**src/rtl/des_reduced.sv**
```systemverilog
// Shared constants and state encoding for the message sink buffer.
// Imported by the top and its FIFO.
package des_reduced;

  localparam int N_DEF     = 32;
  localparam int DEPTH_DEF = 8;
  localparam int PAUSE_OFS = 2;

  typedef enum logic [1:0] {
    S_IDLE,
    S_RECEIVE,
    S_DRAIN,
    S_DONE
  } state_e;

endpackage

```
**src/rtl/message_fifo.sv**
```systemverilog
// Power-of-two FIFO with extra-bit pointers and flush.
// Head reads as zero while empty so out_data is clean.
module message_fifo #(
  parameter  int WIDTH = 64,
  parameter  int DEPTH = 8,
  localparam int AW    = $clog2(DEPTH)
) (
  input  logic             clk,
  input  logic             rst_n,
  input  logic             flush,
  input  logic             push,
  input  logic             pop,
  input  logic [WIDTH-1:0] din,
  output logic [WIDTH-1:0] dout,
  output logic             empty,
  output logic             full,
  output logic [AW:0]      count
);

  logic [WIDTH-1:0] mem_q [DEPTH];
  logic [AW:0]      wr_q, wr_d;
  logic [AW:0]      rd_q, rd_d;
  logic             do_push;
  logic             do_pop;

  assign empty   = (wr_q == rd_q);
  assign full    = (wr_q[AW] != rd_q[AW]) &&
                   (wr_q[AW-1:0] == rd_q[AW-1:0]);
  assign count   = wr_q - rd_q;
  assign do_pop  = pop && !empty;
  assign do_push = push && (!full || do_pop);
  assign dout    = empty ? '0 : mem_q[rd_q[AW-1:0]];

  // pointer next-state; flush wins over traffic
  always_comb begin
    wr_d = wr_q;
    rd_d = rd_q;
    if (flush) begin
      wr_d = '0;
      rd_d = '0;
    end else begin
      if (do_push) wr_d = wr_q + 1'b1;
      if (do_pop)  rd_d = rd_q + 1'b1;
    end
  end

  // pointer registers
  always_ff @(posedge clk or negedge rst_n) begin
    if (!rst_n) begin
      wr_q <= '0;
      rd_q <= '0;
    end else begin
      wr_q <= wr_d;
      rd_q <= rd_d;
    end
  end

  // storage write
  always_ff @(posedge clk) begin
    if (do_push && !flush) mem_q[wr_q[AW-1:0]] <= din;
  end

endmodule

```
**src/rtl/message_sink_buffer.sv**
```systemverilog
// Sink for counter-generator messages: buffers, checks
// sequence/region, applies back-pressure, tracks drain.
module message_sink_buffer
  import des_reduced::*;
#(
  parameter int N     = N_DEF,
  parameter int DEPTH = DEPTH_DEF
) (
  input  logic          clk,
  input  logic          rst_n,
  input  logic [63:0]   msg,
  input  logic          msg_valid,
  input  logic          gen_done,
  input  logic          clear,
  input  logic [N-1:0]  region_expect,
  output logic          pause,
  output logic [63:0]   out_data,
  output logic          out_valid,
  input  logic          out_ready,
  output logic [64-N:0] msg_count,
  output logic          seq_error,
  output logic          overflow,
  output logic          drained
);

  localparam int AW = $clog2(DEPTH);
  localparam int CW = 65 - N;
  localparam int EW = 64 - N;
  localparam logic [AW:0] PTH = (AW+1)'(DEPTH - PAUSE_OFS);
  localparam logic [AW:0] ONE = (AW+1)'(1);

  state_e          state_q, state_d;
  logic [CW-1:0]   cnt_q, cnt_d;
  logic [EW-1:0]   exp_q, exp_d;
  logic            err_q, err_d;
  logic            ovf_q, ovf_d;
  logic            push_req;
  logic            pop;
  logic            accept;
  logic            drop;
  logic            next_empty;
  logic            f_empty;
  logic            f_full;
  logic [AW:0]     f_count;

  assign push_req   = msg_valid && !clear &&
                      (state_q == S_IDLE ||
                       state_q == S_RECEIVE);
  assign pop        = !f_empty && out_ready;
  assign accept     = push_req && (!f_full || pop);
  assign drop       = push_req && f_full && !pop;
  assign next_empty = f_empty || (f_count == ONE && pop);

  message_fifo #(
    .WIDTH (64),
    .DEPTH (DEPTH)
  ) u_fifo (
    .clk   (clk),
    .rst_n (rst_n),
    .flush (clear),
    .push  (push_req),
    .pop   (pop),
    .din   (msg),
    .dout  (out_data),
    .empty (f_empty),
    .full  (f_full),
    .count (f_count)
  );

  assign pause     = (f_count >= PTH);
  assign out_valid = !f_empty;
  assign drained   = (state_q == S_DONE);
  assign msg_count = cnt_q;
  assign seq_error = err_q;
  assign overflow  = ovf_q;

  // state transitions; clear overrides everything
  always_comb begin
    state_d = state_q;
    unique case (state_q)
      S_IDLE:    if (msg_valid)  state_d = S_RECEIVE;
      S_RECEIVE: if (gen_done)   state_d = S_DRAIN;
      S_DRAIN:   if (next_empty) state_d = S_DONE;
      S_DONE:    state_d = S_DONE;
    endcase
    if (clear) state_d = S_IDLE;
  end

  // counting, sequence check and sticky flags
  always_comb begin
    cnt_d = cnt_q;
    exp_d = exp_q;
    err_d = err_q;
    ovf_d = ovf_q;
    if (clear) begin
      cnt_d = '0;
      exp_d = '0;
      err_d = 1'b0;
      ovf_d = 1'b0;
    end else begin
      if (drop) ovf_d = 1'b1;
      if (accept) begin
        if (cnt_q != {CW{1'b1}}) cnt_d = cnt_q + 1'b1;
        if (msg[N-1:0] != region_expect ||
            msg[63:N] != exp_q)
          err_d = 1'b1;
        exp_d = msg[63:N] + 1'b1;
      end
    end
  end

  // control registers
  always_ff @(posedge clk or negedge rst_n) begin
    if (!rst_n) begin
      state_q <= S_IDLE;
      cnt_q   <= '0;
      exp_q   <= '0;
      err_q   <= 1'b0;
      ovf_q   <= 1'b0;
    end else begin
      state_q <= state_d;
      cnt_q   <= cnt_d;
      exp_q   <= exp_d;
      err_q   <= err_d;
      ovf_q   <= ovf_d;
    end
  end

endmodule
```
**config.mk**
```make
export PLATFORM = sky130hd
export DESIGN_NAME = message_sink_buffer
export DESIGN_NICKNAME = d
export VERILOG_FILES = /design/src/rtl/des_reduced.sv /design/src/rtl/message_fifo.sv /design/src/rtl/message_sink_buffer.sv
export SDC_FILE = /design/constraint.sdc
export NUM_CORES = 1
export LEC_CHECK = 0
export CORE_ASPECT_RATIO = 1.25
export CORE_MARGIN = 2
export CORE_UTILIZATION = 45
export CTS_BUF_LIST = sky130_fd_sc_hd__clkbuf_4 sky130_fd_sc_hd__clkbuf_8
export CTS_CLUSTER_SIZE = 12
export DETAILED_ROUTE_END_ITERATION = 7
export PLACE_DENSITY = 0.73
export SETUP_SLACK_MARGIN = 0.5
export SLEW_MARGIN = 0
export SYNTH_ARGS = -nofsm -noshare
export SYNTH_HDL_FRONTEND = slang
export SYNTH_HIERARCHICAL = 1
export SYNTH_SLANG_ARGS = --single-unit
```
**constraint.sdc**
```tcl
create_clock -name clk -period 9.2 [get_ports clk]
set_input_delay 2.3 -clock clk [delete_from_list [all_inputs] [get_ports clk]]
set_output_delay 2.3 -clock clk [all_outputs]
set_load 0.02 [all_outputs]
```
==> results.md, run 1 <==
- Placeable core region: ~54000 sq um
- Actual slew at the worst max-slew pin: around 1.3 ns
- Die ar.: roughly 56000 sq um
- Growth of design area from synthesis to finish: 18.3%
- Count of vias placed by the detailed router: roughly 13000
- Flop and latch count out of synthesis: approximately 600
- Overall power after layout: roughly 0.0054 W
- HP Class: register to register
- Max cap viols: 0
- Final cycle utilization of the critical path: about 72%
- Post-CTS Repair Setup Buffers: 0
- Detailed-placement wirelength estimate: 33800 um
- Capturing element type of the critical path: output pin
- Die height: approximately 260 um
- Capturing point of the worst reg2reg path: u_fifo/mem_q[4][4]
- Fraction of layout instances using a drive strength above 1: between 10% and 20%
- Layout fillers: about 4200
- Count of buffers inserted at the top-level ports: approximately 200
- Drt via density: 5.63
- Critical Path Start Type: register
- Drt drc: 0
- Net Count, Synth: approximately 1400
- Summed instance area of the synthesized netlist: approximately 24000 sq um
- Commonest non-fill, non-tap cell in the layout: edfxtp_1
- Number of pins exceeding their max-slew limit in the final report: 0
- Global router's overall resource usage: 21.0%
- Clk pin slew, worst setup/hold paths: ~0.06 ns
- Fmax: 150 MHz
- Data arrival, critical path: between 4 and 5 ns
- Peak ir drop on the vdd network: between 90 and 100 uV
- Fraction of the yosys area taken by sequential cells: a little under three quarters
- Final Skew: just over 0.03 ns
- Worst reg2reg setup slack: roughly 4.5 ns
- Antenna violations before repair: 5
- Placer Congestion: 0.791
- Worst-case clock buffer depth: 3
- Required @ worst endpoint: approximately 6.9 ns
- Summed negative setup slack over all endpoints: 0 ns
- Buffer type at the clock tree root: clkbuf_8
- Post-route antenna net violation count: 0
- Type of the worst setup path: register to output pin
- Post-synthesis cell type count: 55
- Number of warnings printed during yosys synthesis: 6
- Result of the run: completed
- Mean Syn Cell Area: 18.5 sq um
- Site row count: 95
- Power density over the cells: around 190 nW/um^2
- Leakage power: approximately 9.4 nW
- DRC marker count from the first detailed-route iteration: around 1000
- TritonCTS clock tree: done
- Number of placed I/O pins: a little over 200
- Termination of the worst setup path: out_data[51]
- Final-stage net count: around 1700
- Number of global-route vias before repair: 14100
- Total overflow reported by the global router: 0
- Setup violations, final: 0
- Wire length of the first global-routing pass: between 80000 and 90000 um
- Most frequent cells in the layout: 512 x edfxtp_1, 201 x clkdlybuf4s50_1, 122 x mux4_2
- Maximum net fanout on the critical path: between 60 and 70
- Initial core utilization: between 40% and 50%
- Time the worst path needs with I/O delays and setup: 6.67 ns
- Crit Reg-Reg Startpoint: u_fifo/rd_q[1]
- Number of detailed-routing iterations run before antenna repair: 5
- TritonCTS buffer count: 90
- Number of buffers inserted by hold repair at cts: 0
- H-Tree Level Count: 3
- RSZ-0062 raised after global routing: false
- Count of endpoints failing hold in the final timing report: 0
- Final wirelength: between 50000 and 60000 um
- Number of standard cells after synthesis: 1312
- Normalized max-slew margin: 12.6%
- Total of cells resized after clock tree synthesis: 0
- Wire length per cell: about 24 um
- Utilization after layout: approximately 54%
- Worst Reg2Reg Path Length in Cells: 10
- Clock tree sinks: slightly below 600
- Worst setup path startpoint: u_fifo/rd_q[1]
- Worst-Skew Late Latency: 0.67 ns
- Die Wd: ~210 um
- Pin count of the biggest net entering global routing: 76
flip-flops by register name (all words and copies together) (netlist names):
register,flops
exp_q,32
msg_count,33
overflow,1
seq_error,1
state_q,2
u_fifo/mem_q,512
u_fifo/rd_q,4
u_fifo/wr_q,4
kinds of logic after synthesis:
logic type	Yosys count	share of synthesized area, %
AND/OR/NAND/NOR	220	5.36
XOR/XNOR	120	4.39
adder cells (fa/ha/maj)	9	0.494
flip-flops	589	71.2
buffers and inverters	88	1.92
multiplexers	130	12.0
AO/OA/AOI/OAI	156	4.58
where the power goes:
group          internal, W  switching, W
Combinational     0.000178      0.000242
Sequential         0.00294     0.0000180
Clock              0.00109      0.000964
Total              0.00420       0.00122
through the flow:
step	area [sq um]	instances	hold slack, ns	worst slack [ns]
3_5_place_dp	27100	2195	0.518	3.15
2_1_floorplan	24300	1312	0.480	-0.541
4_1_cts	28700	2346	0.533	2.40
5_1_grt	28700	2349	0.563	2.34
6_report	28700	2349	0.529	2.53
3_3_place_gp	27100	2195	0.505	3.15
worst min-delay path by stage:
stage / endpoint / cells after the start / from / slack, ns
finish: exp_q[5] / 2 / exp_q[5] / 0.53
global route: overflow / 2 / overflow / 0.56
CTS: exp_q[5] / 2 / exp_q[5] / 0.53
detailed placement: exp_q[5] / 2 / exp_q[5] / 0.52
global placement: state_q[0] / 1 / state_q[0] / 0.50
floorplan: state_q[0] / 1 / state_q[0] / 0.48
area by class of cell:
cell class	instances	area, sq um	share of cell area [%]
timing repair buffer	225	2190	7.62
clock buffer	129	1570	5.46
tap	727	910	3.16
clock inverter	22	108	0.374
antenna	3	7.51	0.0261
inverter	19	71.3	0.248
sequential	589	17300	60.2
multi-input combinational	635	6580	22.9
cells in the mapped netlist, drive strengths merged:
cell / count / area share (%)
a211oi: 2 / 0.11
a21o: 2 / 0.062
a21oi: 19 / 0.39
a22o: 64 / 2.3
a311oi: 1 / 0.036
and2: 3 / 0.077
and3: 10 / 0.26
and4: 6 / 0.22
buf: 41 / 1.2
clkbuf: 28 / 0.44
dfrtp: 77 / 7.9
edfxtp: 512 / 63
fa: 1 / 0.082
ha: 8 / 0.41
inv: 19 / 0.29
mux2i: 2 / 0.082
mux4: 128 / 12
nand2: 27 / 0.42
nand2b: 2 / 0.051
nand3: 23 / 0.49
nand3b: 33 / 1.0
nand4: 21 / 0.54
nand4b: 4 / 0.14
nor2: 41 / 0.80
nor3: 9 / 0.19
nor4: 21 / 0.60
nor4b: 1 / 0.036
o2111ai: 4 / 0.14
o211ai: 7 / 0.24
o21ai: 51 / 1.1
o22ai: 2 / 0.051
o311ai: 1 / 0.036
o31ai: 3 / 0.15
or2: 1 / 0.026
or3: 15 / 0.39
or3b: 1 / 0.046
or4: 2 / 0.062
xnor2: 14 / 0.54
xor2: 106 / 3.9
critical path, stage by stage (launching register included):
cell	delay (ns)
dfrtp_4	0.80
inv_1	0.22
ha_1	0.35
nand3_2	0.17
nor2_4	0.11
nor2_8	0.98
a22o_1	0.39
clkdlybuf4s50_1	0.64
per-layer routing:
metal | part of all wire (%) | global-route usage (%) | up-vias
met4 | 3.4 | 9.27 | 4
met1 | 38 | 26.1 | 6869
met5 | 0.052 | 0 | -
met2 | 52 | 35.5 | 451
met3 | 6.7 | 4.53 | 107
li1 | - | - | 5800
No activity file was read; power rests on OpenSTA's default activity.
==> inputs of run 2 (changes only) <==
Settings changed: PLACE_DENSITY 0.73 to 0.71.
Clock period 9.2 ns to 6.61 ns, I/O delays scaled along.
==> results.md, run 2 (synthesis gave the netlist of run 1 again) <==
- Result of the run: completed
- Data arrival, critical path: 4.06 ns (-0.31 ns)
- Number of detailed-routing iterations run before antenna repair: 5 (unchanged)
- Wire length per cell: 24.1 um (-0.96%)
- Fraction of layout instances using a drive strength above 1: 19.6% (+0.73 points)
- Normalized max-slew margin: 15.3% (+2.8 points)
- Cell with the largest stage delay on the worst path: nor2_8
- Peak ir drop on the vdd network: 123 uV (+26%)
- Placeable core region: 53600 sq um (unchanged)
- Wire length of the first global-routing pass: 85800 um (-0.85%)
- Initial core utilization: 45.3% (unchanged)
- Final wirelength: 57000 um (-0.33%)
- H-Tree Level Count: 3 (unchanged)
- Capturing element type of the critical path: output pin
- Drt drc: 0 (unchanged)
- Count of buffers inserted at the top-level ports: 203 (unchanged)
- Largest register FFs: 512 (unchanged)
- Post-CTS Repair Setup Buffers: 0 (unchanged)
- Hold slack: 0.529 ns (-0.000669 ns)
- Highest cell delay on the worst timing path: 0.94 ns (-0.04 ns)
- CP Cell Sequence: inv_1 > ha_1 > nand3_2 > nor2_4 > nor2_8 > a22o_1 > clkdlybuf4s50_1
- Number of buffers and inverters on the critical path: 2 (unchanged)
- Die ar.: 55900 sq um (unchanged)
- Number of pins exceeding their max-slew limit in the final report: 0 (unchanged)
- HP Class: register to register
- Crit-path leading delay family: simple AND/OR/NAND/NOR gates
- Worst-Skew Late Latency: 0.70 ns (+0.03 ns)
- TritonCTS buffer count: 91 (+1.1%)
- Commonest non-fill, non-tap cell in the layout: edfxtp_1
- Overall power after layout: 0.00781 W (+44%)
- Leakage power: 9.51 nW (+1.4%)
- Post-route antenna net violation count: 0 (unchanged)
- RSZ-0062 raised after global routing: false
- Number of buffers inserted by hold repair at cts: 0 (unchanged)
- Actual slew at the worst max-slew pin: 1.27 ns (-0.0413 ns)
- Die height: 264 um (unchanged)
- Utilization after layout: 54.1% (+0.50 points)
- Final-stage net count: 1673 (+0.12%)
- Finished layout cell area: 29000 sq um (+0.93%)
- Fmax: around 170 MHz
- Growth of design area from synthesis to finish: 19.4%
- Final Skew: 0.0424 ns (+0.0120 ns)
- Number of placed I/O pins: 204 (unchanged)
- Count of vias placed by the detailed router: 13200 (-0.068%)
- Site row count: 95 (unchanged)
- Die Wd: 212 um (unchanged)
- Worst Setup Slack post-DPL: 1.58 ns (-1.57 ns)
- Power density over the cells: 269 nW/um^2 (+43%)
- Total overflow reported by the global router: 0 (unchanged)
- Critical Path Start Type: register
- TritonCTS clock tree: done
- Clock tree sinks: 589 (unchanged)
- Antenna violations before repair: 6 (+1)
- Drt via density: 5.59 (-0.70%)
- Setup violations, final: 0 (unchanged)
- Time the worst path needs with I/O delays and setup: roughly 5.7 ns
- Worst-case clock buffer depth: 3 (unchanged)
- Count of endpoints failing hold in the final timing report: 0 (unchanged)
- Post-placement cell area: 27100 sq um (+0.23%)
- Buffer type at the clock tree root: clkbuf_8
- Global router's overall resource usage: 20.9% (-0.16 points)
- Total of cells resized after clock tree synthesis: 0 (unchanged)
- DRC marker count from the first detailed-route iteration: 883 (-14%)
- Final cycle utilization of the critical path: about 86%
- Detailed-placement wirelength estimate: 33400 um (-0.99%)
- Clk pin slew, worst setup/hold paths: 0.07 ns (about the same)
- Placer Congestion: 0.763 (-3.5%)
- Maximum net fanout on the critical path: 64 (unchanged)
- Number of global-route vias before repair: 14100 (+0.28%)
- Pin count of the biggest net entering global routing: 94 (+24%)
- Required @ worst endpoint: 4.96 ns (-1.94 ns)
- Slack of the critical path: 0.894 ns (-1.64 ns)
- Type of the worst setup path: register to output pin
- Max cap viols: 0 (unchanged)
- Most frequent cells in the layout: 512 x edfxtp_1, 201 x clkdlybuf4s50_1, 122 x mux4_2
[run 2: changes by cell type in the layout (fill, tap and decap cells not counted), sizes merged]
| cell | previous run | this run |
|---|---|---|
| diode | 3 | 2 |
| bufinv | 0 | 4 |
| clkbuf | 129 | 133 |
| buf | 24 | 25 |
| clkinvlp | 1 | 2 |
| inv | 22 | 21 |
| clkinv | 18 | 25 |
[run 2: layout make-up]
type,instances,area [sq um]
antenna,2,5.00
clock buffer,133,1620
clock inverter,33,260
fill,4143,24600
inverter,19,71.3
multi-input combinational,635,6600
sequential,589,17300
tap,727,910
timing repair buffer,226,2230
[run 2: worst paths after layout]
kind,start,end,slack (ns),cells after the start
min,exp_q[12],exp_q[12],0.53,2
max,u_fifo/rd_q[1],out_data[39],0.89,7
min reg2reg,exp_q[12],exp_q[12],0.53,2
max in group asynchronous,rst_n,u_fifo/rd_q[0],4.62,2
min in group asynchronous,rst_n,msg_count[18],0.79,1
max reg2reg,u_fifo/rd_q[1],u_fifo/mem_q[2][42],2.73,10
[run 2: stage by stage]
step / setup TNS [ns] / cells
after CTS: 0 / 2362
after global routing: 0 / 2364
after global placement: 0 / 2196
after detailed placement: 0 / 2196
after floorplan: -85.88 / 1312
final: 0 / 2364
[run 2: worst min-delay path: stages, from the launching register on]
cell and delay (ns):
dfrtp_1 0.36, nand3b_1 0.07, o21ai_0 0.06
[run 2: metal layers]
| layer | wire length, um | vias to the layer above | track usage, % |
|---|---|---|---|
| met5 | 40 | - | 0 |
| met4 | 1680 | 6 | 8.41 |
| met3 | 3830 | 92 | 5.55 |
| met2 | 28800 | 409 | 34.8 |
| met1 | 22700 | 6898 | 25.9 |
| li1 | - | 5817 | - |
[run 2: power by group]
group	internal, W	switching, W
combinational	0.000248	0.000339
clock	0.00173	0.00138
sequential	0.00409	0.0000218
==> inputs of run 3 (changes only) <==
Settings changed: HOLD_SLACK_MARGIN set to 0.15.
==> results of run 3 <==
Final layout, timing and power as in run 2 (identical DEF).
